File: src/rtl/fetch_unit_pkg.sv
// rtl/fetch_unit_pkg.sv - shared types and helpers for the IF stage
//
// Purpose: bubble encoding, fetch FSM state encoding and the jump-target
// helper shared by fetch_unit and pc_next_sel (and reusable by ID-stage
// branch logic).
package fetch_unit_pkg;

  // Bubble word; must match the IF/ID flush value.
  localparam logic [31:0] NOP_INST = 32'hFC00_0000;

  typedef enum logic [1:0] {
    ST_IDLE    = 2'd0,
    ST_FETCH   = 2'd1,
    ST_HOLD    = 2'd2,
    ST_DISCARD = 2'd3
  } state_t;

  // J-type target: upper nibble of the sequential PC, 26-bit index, word aligned.
  function automatic logic [31:0] jump_target(input logic [31:0] pc_plus4,
                                              input logic [25:0] jump_addr);
    return {pc_plus4[31:28], jump_addr, 2'b00};
  endfunction

endpackage

File: src/rtl/fetch_unit_if.sv
// rtl/fetch_unit_if.sv - instruction memory request/ready bus
//
// Purpose: groups the instruction-memory handshake.
// Signals:
//   imem_req_o    request from the fetch unit
//   imem_addr_o   request address, stable while req is high and ready is low
//   imem_ready_i  data valid this cycle, completes the request
//   imem_data_i   instruction word
// Modports: master = fetch unit side, slave = memory side.
interface fetch_unit_if;
  logic        imem_req_o;
  logic [31:0] imem_addr_o;
  logic        imem_ready_i;
  logic [31:0] imem_data_i;

  modport master (
    output imem_req_o,
    output imem_addr_o,
    input  imem_ready_i,
    input  imem_data_i
  );

  modport slave (
    input  imem_req_o,
    input  imem_addr_o,
    output imem_ready_i,
    output imem_data_i
  );
endinterface

File: src/rtl/fetch_unit_pc_next_sel.sv
// rtl/fetch_unit_pc_next_sel.sv - redirect target mux and PC+4 adder
//
// Purpose: purely combinational next-PC helper.
// Ports:
//   pc_i           current PC
//   branch_i       taken branch (wins over jump)
//   branch_addr_i  branch target
//   jump_i         jump decoded
//   jump_addr_i    26-bit jump index
//   pc_plus4_o     pc_i + 4 (wraps modulo 2^32)
//   redirect_o     branch_i | jump_i
//   target_o       redirect target
module pc_next_sel
  import fetch_unit_pkg::*;
(
  input  logic [31:0] pc_i,
  input  logic        branch_i,
  input  logic [31:0] branch_addr_i,
  input  logic        jump_i,
  input  logic [25:0] jump_addr_i,
  output logic [31:0] pc_plus4_o,
  output logic        redirect_o,
  output logic [31:0] target_o
);

  assign pc_plus4_o = pc_i + 32'd4;
  assign redirect_o = branch_i | jump_i;
  assign target_o   = branch_i ? branch_addr_i : jump_target(pc_plus4_o, jump_addr_i);

endmodule

File: src/rtl/fetch_unit.sv
// rtl/fetch_unit.sv - IF stage: PC, next-PC selection and imem handshake
//
// Purpose: owns the PC, fetches from instruction memory with a req/ready
// handshake and presents {PC+4, instruction} to the IF/ID register.
// Ports:
//   clk_i          clock, rising edge
//   rst_i          asynchronous active-low reset
//   imem           instruction memory bus (fetch_unit_if.master)
//   stall_i        hazard hold (same as IF/ID hd_i)
//   branch_i       taken branch from ID, branch_addr_i its target
//   jump_i         jump from ID, jump_addr_i its 26-bit index
//   inst_addr_o    PC+4 of the presented instruction
//   inst_o         presented instruction, NOP_INST when none
//   valid_o        inst_o is a real instruction
//   flush_o        IF/ID flush on redirect
//   fetch_cnt_o    instructions accepted by IF/ID
module fetch_unit
  import fetch_unit_pkg::*;
#(
  parameter logic [31:0] RESET_PC = 32'h0000_0000,
  parameter logic [31:0] NOP_INST = fetch_unit_pkg::NOP_INST
) (
  input  logic                clk_i,
  input  logic                rst_i,
  fetch_unit_if.master        imem,
  input  logic                stall_i,
  input  logic                branch_i,
  input  logic [31:0]         branch_addr_i,
  input  logic                jump_i,
  input  logic [25:0]         jump_addr_i,
  output logic [31:0]         inst_addr_o,
  output logic [31:0]         inst_o,
  output logic                valid_o,
  output logic                flush_o,
  output logic [31:0]         fetch_cnt_o
);

  state_t      state;
  logic [31:0] pc;
  logic [31:0] req_addr;
  logic [31:0] hold_buf;
  logic [31:0] hold_addr;
  logic [31:0] fetch_cnt;

  logic [31:0] pc_plus4;
  logic [31:0] req_plus4;
  logic [31:0] target;
  logic        redirect;

  pc_next_sel u_pc_next_sel (
    .pc_i          (pc),
    .branch_i      (branch_i),
    .branch_addr_i (branch_addr_i),
    .jump_i        (jump_i),
    .jump_addr_i   (jump_addr_i),
    .pc_plus4_o    (pc_plus4),
    .redirect_o    (redirect),
    .target_o      (target)
  );

  assign req_plus4   = req_addr + 32'd4;
  assign fetch_cnt_o = fetch_cnt;

  always_ff @(posedge clk_i or negedge rst_i) begin
    if (!rst_i) begin
      state     <= ST_IDLE;
      pc        <= RESET_PC;
      req_addr  <= RESET_PC;
      hold_buf  <= NOP_INST;
      hold_addr <= '0;
      fetch_cnt <= '0;
    end else begin
      case (state)
        ST_IDLE: begin
          req_addr <= pc;
          state    <= ST_FETCH;
        end
        ST_FETCH: begin
          if (redirect && imem.imem_ready_i) begin
            pc       <= target;
            req_addr <= target;
          end else if (redirect) begin
            // Memory is mid-transaction: let it finish at the old address.
            pc    <= target;
            state <= ST_DISCARD;
          end else if (imem.imem_ready_i && stall_i) begin
            hold_buf  <= imem.imem_data_i;
            hold_addr <= req_plus4;
            state     <= ST_HOLD;
          end else if (imem.imem_ready_i) begin
            pc        <= req_plus4;
            req_addr  <= req_plus4;
            fetch_cnt <= fetch_cnt + 32'd1;
          end
        end
        ST_HOLD: begin
          if (redirect) begin
            pc       <= target;
            req_addr <= target;
            state    <= ST_FETCH;
          end else if (!stall_i) begin
            // pc still equals the held word's address here.
            pc        <= pc_plus4;
            req_addr  <= pc_plus4;
            fetch_cnt <= fetch_cnt + 32'd1;
            state     <= ST_FETCH;
          end
        end
        ST_DISCARD: begin
          if (redirect) begin
            pc <= target;
          end
          if (imem.imem_ready_i) begin
            req_addr <= redirect ? target : pc;
            state    <= ST_FETCH;
          end
        end
        default: state <= ST_IDLE;
      endcase
    end
  end

  always_comb begin
    imem.imem_req_o  = 1'b0;
    imem.imem_addr_o = req_addr;
    inst_o           = NOP_INST;
    inst_addr_o      = req_plus4;
    valid_o          = 1'b0;
    case (state)
      ST_FETCH: begin
        imem.imem_req_o = 1'b1;
        if (imem.imem_ready_i) begin
          inst_o  = imem.imem_data_i;
          valid_o = 1'b1;
        end
      end
      ST_HOLD: begin
        inst_o      = hold_buf;
        inst_addr_o = hold_addr;
        valid_o     = 1'b1;
      end
      ST_DISCARD: imem.imem_req_o = 1'b1;
      default: ;
    endcase
  end

  // IDLE only occurs in/just after reset, where no redirect is meaningful.
  assign flush_o = redirect && (state != ST_IDLE);

endmodule
File: src/flat_wrapper.sv
// flat-port wrapper written by rule: the top's interface ports become plain ports
module fetch_unit_flat import fetch_unit_pkg::*;
#(
  parameter logic [31:0] RESET_PC = 32'h0000_0000,
  parameter logic [31:0] NOP_INST = fetch_unit_pkg::NOP_INST
)
  (clk_i, rst_i, stall_i, branch_i, branch_addr_i, jump_i, jump_addr_i, inst_addr_o, inst_o, valid_o, flush_o, fetch_cnt_o, imem_imem_req_o, imem_imem_addr_o, imem_imem_ready_i, imem_imem_data_i);
  fetch_unit_if imem_i ();
  input  logic clk_i;
  input  logic rst_i;
  input  logic stall_i;
  input  logic branch_i;
  input  logic [31:0] branch_addr_i;
  input  logic jump_i;
  input  logic [25:0] jump_addr_i;
  output logic [31:0] inst_addr_o;
  output logic [31:0] inst_o;
  output logic valid_o;
  output logic flush_o;
  output logic [31:0] fetch_cnt_o;
  output wire logic [$bits(imem_i.imem_req_o)-1:0] imem_imem_req_o;
  output wire logic [$bits(imem_i.imem_addr_o)-1:0] imem_imem_addr_o;
  input wire logic [$bits(imem_i.imem_ready_i)-1:0] imem_imem_ready_i;
  input wire logic [$bits(imem_i.imem_data_i)-1:0] imem_imem_data_i;
  assign imem_imem_req_o = imem_i.imem_req_o;
  assign imem_imem_addr_o = imem_i.imem_addr_o;
  assign imem_i.imem_ready_i = imem_imem_ready_i;
  assign imem_i.imem_data_i = imem_imem_data_i;
  fetch_unit #(.RESET_PC(RESET_PC), .NOP_INST(NOP_INST)) u_core (.clk_i(clk_i), .rst_i(rst_i), .imem(imem_i), .stall_i(stall_i), .branch_i(branch_i), .branch_addr_i(branch_addr_i), .jump_i(jump_i), .jump_addr_i(jump_addr_i), .inst_addr_o(inst_addr_o), .inst_o(inst_o), .valid_o(valid_o), .flush_o(flush_o), .fetch_cnt_o(fetch_cnt_o));
endmodule
File: config.mk
export PLATFORM = sky130hd
export DESIGN_NAME = fetch_unit_flat
export DESIGN_NICKNAME = d
export VERILOG_FILES = /design/src/rtl/fetch_unit_pkg.sv /design/src/rtl/fetch_unit_if.sv /design/src/rtl/fetch_unit_pc_next_sel.sv /design/src/rtl/fetch_unit.sv /design/src/flat_wrapper.sv
export SDC_FILE = /design/constraint.sdc
export NUM_CORES = 1
export LEC_CHECK = 0
export BUFFER_PORTS_ARGS = -buffer_cell sky130_fd_sc_hd__buf_2
export CAP_MARGIN = 20
export CELL_PAD_IN_SITES_DETAIL_PLACEMENT = 1
export CELL_PAD_IN_SITES_GLOBAL_PLACEMENT = 1
export CORE_UTILIZATION = 40
export DETAILED_ROUTE_END_ITERATION = 8
export GPL_ROUTABILITY_DRIVEN = 0
export GPL_TIMING_DRIVEN = 0
export MAX_ROUTING_LAYER = met4
export PLACE_DENSITY = 0.84
export SLEW_MARGIN = 5
export SYNTH_ARGS = -nofsm -noshare
export SYNTH_HDL_FRONTEND = slang
export SYNTH_SLANG_ARGS = --single-unit
File: constraint.sdc
create_clock -name clk_i -period 6.9 [get_ports clk_i]
set_input_delay 0.69 -clock clk_i [delete_from_list [all_inputs] [get_ports clk_i]]
set_output_delay 0.69 -clock clk_i [all_outputs]
set_load 0.01 [all_outputs]
==> metrics.cfg <==
[status]
status=completed

[sta]
setup_tns_ns=0
setup_viol=0
rsz0062_at_grt=false
whs_ns=0.207
hold_violations=0
clock_skew_ns=0.0161
drv_slew=0
fin_ws_ns=1.67
clock.fmax_mhz=191
final.period_utilization=0.758
max_slew_margin=0.276
worst_pin_slew_ns=1.08
period_minus_slack_ns=5.23

[drt]
drtIter0Drc=1236
num_vias=11222
first_pass_iters=5
drc=0
wl_mm=45.2
viasPerCell=6.33
wire_per_inst_um=25.5
detail-route-antenna-nets=0

[final_layout]
seqCellArea_um2=4060
fill_cells=3073
utilization=0.497
final_common_cell=buf_2
final_cell_mix=buf_2, dfrtp_1, nand2_1
nets=1535
final_layout_size_suffix_gt1_frac=0.258
syn_to_final_growth_pct=21.2
antenna_cells=0
postLayoutCellArea_um2=12600
layout.cells.non_filler=1774
multiInputGateArea_um2=5890

[setup_path]
end_kind=output port
start_kind=flip-flop
cp.required_ns=6.21
path_max_fanout=10
crit_type=reg2out
slowest_stage=clkbuf_1
worstPathArrival_ns=4.54
regToRegSetupSlack_ns=3.15
worst_r2r_path_depth=10
max_stage_delay_ns=0.66
critical_path.endpoint=valid_o
cp_cell_sequence=inv_1 > ha_1 > clkbuf_1 > inv_1 > clkbuf_1 > clkbuf_1 > buf_1 > clkbuf_1 > a21boi_0 > buf_2
crit_start=u_core.state[0]
critPathMostFrequentCell=clkbuf_1
rr_startpoint=u_core.state[0]
r2r_end=u_core.pc[5]

[run]
max_cap_viol_count=0

[global_route]
antenna_found_initial=0
overflow=0
grt_usage=0.351
grt_pass1_vias=11498
grt_max_degree=91
grt_pass1_wl_mm=67.7

[floorplanning]
row_count=58
core-area_um2=25300
dieWidth_um=163
initial_core_util=0.410
io_pins=227
die_area_um2=26600
chipHeight_um=163

[cts]
clk_pin_slew_ns=0.08
clk_latency_ns=0.46
cts_buffers=17
holdBufCountCts=0
postCtsSetupBuffers=0
cts_buffer_depth=2
clkSinkCount=162
htreeDepth=4
root_buffer=clkbuf_16
cts_tree=done
cts_resized=0

[placed_design]
hpwl_mm=32.4
dp.cells=1742
post_dp_cell_area_um2=11900
portBuffers=224
dp_slack_ns=2.40

[yosys]
synth_cell_types=66
synth-edff-count=0
synth_flop_cell=dfrtp_1
synthArstFlopShare=1.00
syn_nets=1291
ys_warn_count=0
ys_seq_area_frac=0.391
avgSynthCellArea_um2=8.74
synth_seq_cells=162
yosysTopAreaCell=dfrtp_1
yosysTopAreaCellShare=0.376
netlist_area_um2=10400
synthCells=1187
synth.area.top_cells=dfrtp_1, mux2_2, o21ai_0

[power_and_ir_drop]
design_power_total_mw=5.20
p_per_area_nw_per_um2=413
ir_worst_vdd_v=0.000175
leakagePower_nw=5.51

[hold_path]
hold_path.class=in2async

[worst min-delay path by stage]
stage	from	to	slack [ns]
after floorplan	rst_i	u_core.fetch_cnt_o[0]	0.39
after global placement	u_core.fetch_cnt_o[31]	u_core.fetch_cnt_o[31]	0.46
final	rst_i	u_core.hold_addr[18]	0.21
after global routing	rst_i	u_core.hold_addr[18]	0.25
after CTS	rst_i	u_core.hold_addr[14]	0.24
after detailed placement	u_core.hold_addr[14]	u_core.hold_addr[14]	0.47
[cell families after synthesis]
group                      synth area share
adders and majority gates           0.00965
xor gates and xnor gates             0.0556
AOI/OAI and AO/OA                     0.198
muxes                                0.0969
and+or+nand+nor                       0.207
DFF                                   0.391
buffers and inverters                0.0410
[worst max-delay path: cells and delay by family (launching register included)]
family,cells,cell delay [ns]
adder cells (fa/ha/maj),1,0.24
buffers and inverters,8,3.22
flip-flops,1,0.44
AO/OA/AOI/OAI,1,0.18
[sequential cells by signal (all words and copies together), names as in the netlist]
| name | count |
|---|---|
| u_core.fetch_cnt_o | 32 |
| u_core.hold_addr | 32 |
| u_core.hold_buf | 32 |
| u_core.imem.imem_addr_o | 32 |
| u_core.pc | 32 |
| u_core.state | 2 |
[final cells by class]
| type | instances | share of cell area |
|---|---|---|
| Tap cell | 330 | 0.0328 |
| Inverter | 19 | 0.00567 |
| Buffer | 86 | 0.0281 |
| Clock inverter | 15 | 0.0164 |
| Sequential cell | 162 | 0.323 |
| Multi-Input combinational cell | 920 | 0.468 |
| Timing Repair Buffer | 225 | 0.0921 |
| Clock buffer | 17 | 0.0338 |
[power by group]
part | switching (mW) | total (mW) | leakage [nW] | internal [mW]
combinational | 1.53 | 2.43 | 3.20 | 0.910
sequential | 0.411 | 1.74 | 2.01 | 1.33
clock | 0.519 | 1.02 | 0.304 | 0.502
[metal layers]
layer  vias to the layer above  global-route usage  wire length (um)
li1                       4836                   -                 -
met3                       134              0.0747              4180
met1                      5614               0.443             18200
met2                       638               0.542             20900
met5                         -                   -                 0
met4                         0               0.155              1940
[Yosys cell counts (all sizes together) (3+ instances only)]
cell     number
a2111oi       5
a211oi       12
a21oi        56
a221o         3
a221oi       11
a22o          4
a22oi        42
a311oi        3
a31oi        21
a32oi         3
a41oi         7
and2          5
and3         20
and4         10
buf          29
clkbuf       57
dfrtp       156
dfstp         6
ha            8
inv          19
mux2         84
mux2i         6
nand2       133
nand2b        7
nand3        47
nand4        30
nor2        100
nor2b        29
nor3         20
nor4          9
o211ai        8
o21ai       116
o221ai        5
o22ai        10
o31ai         4
or2           3
or3          13
or4           4
xnor2        45
xor2         20
(Power assumes the default switching activity.)
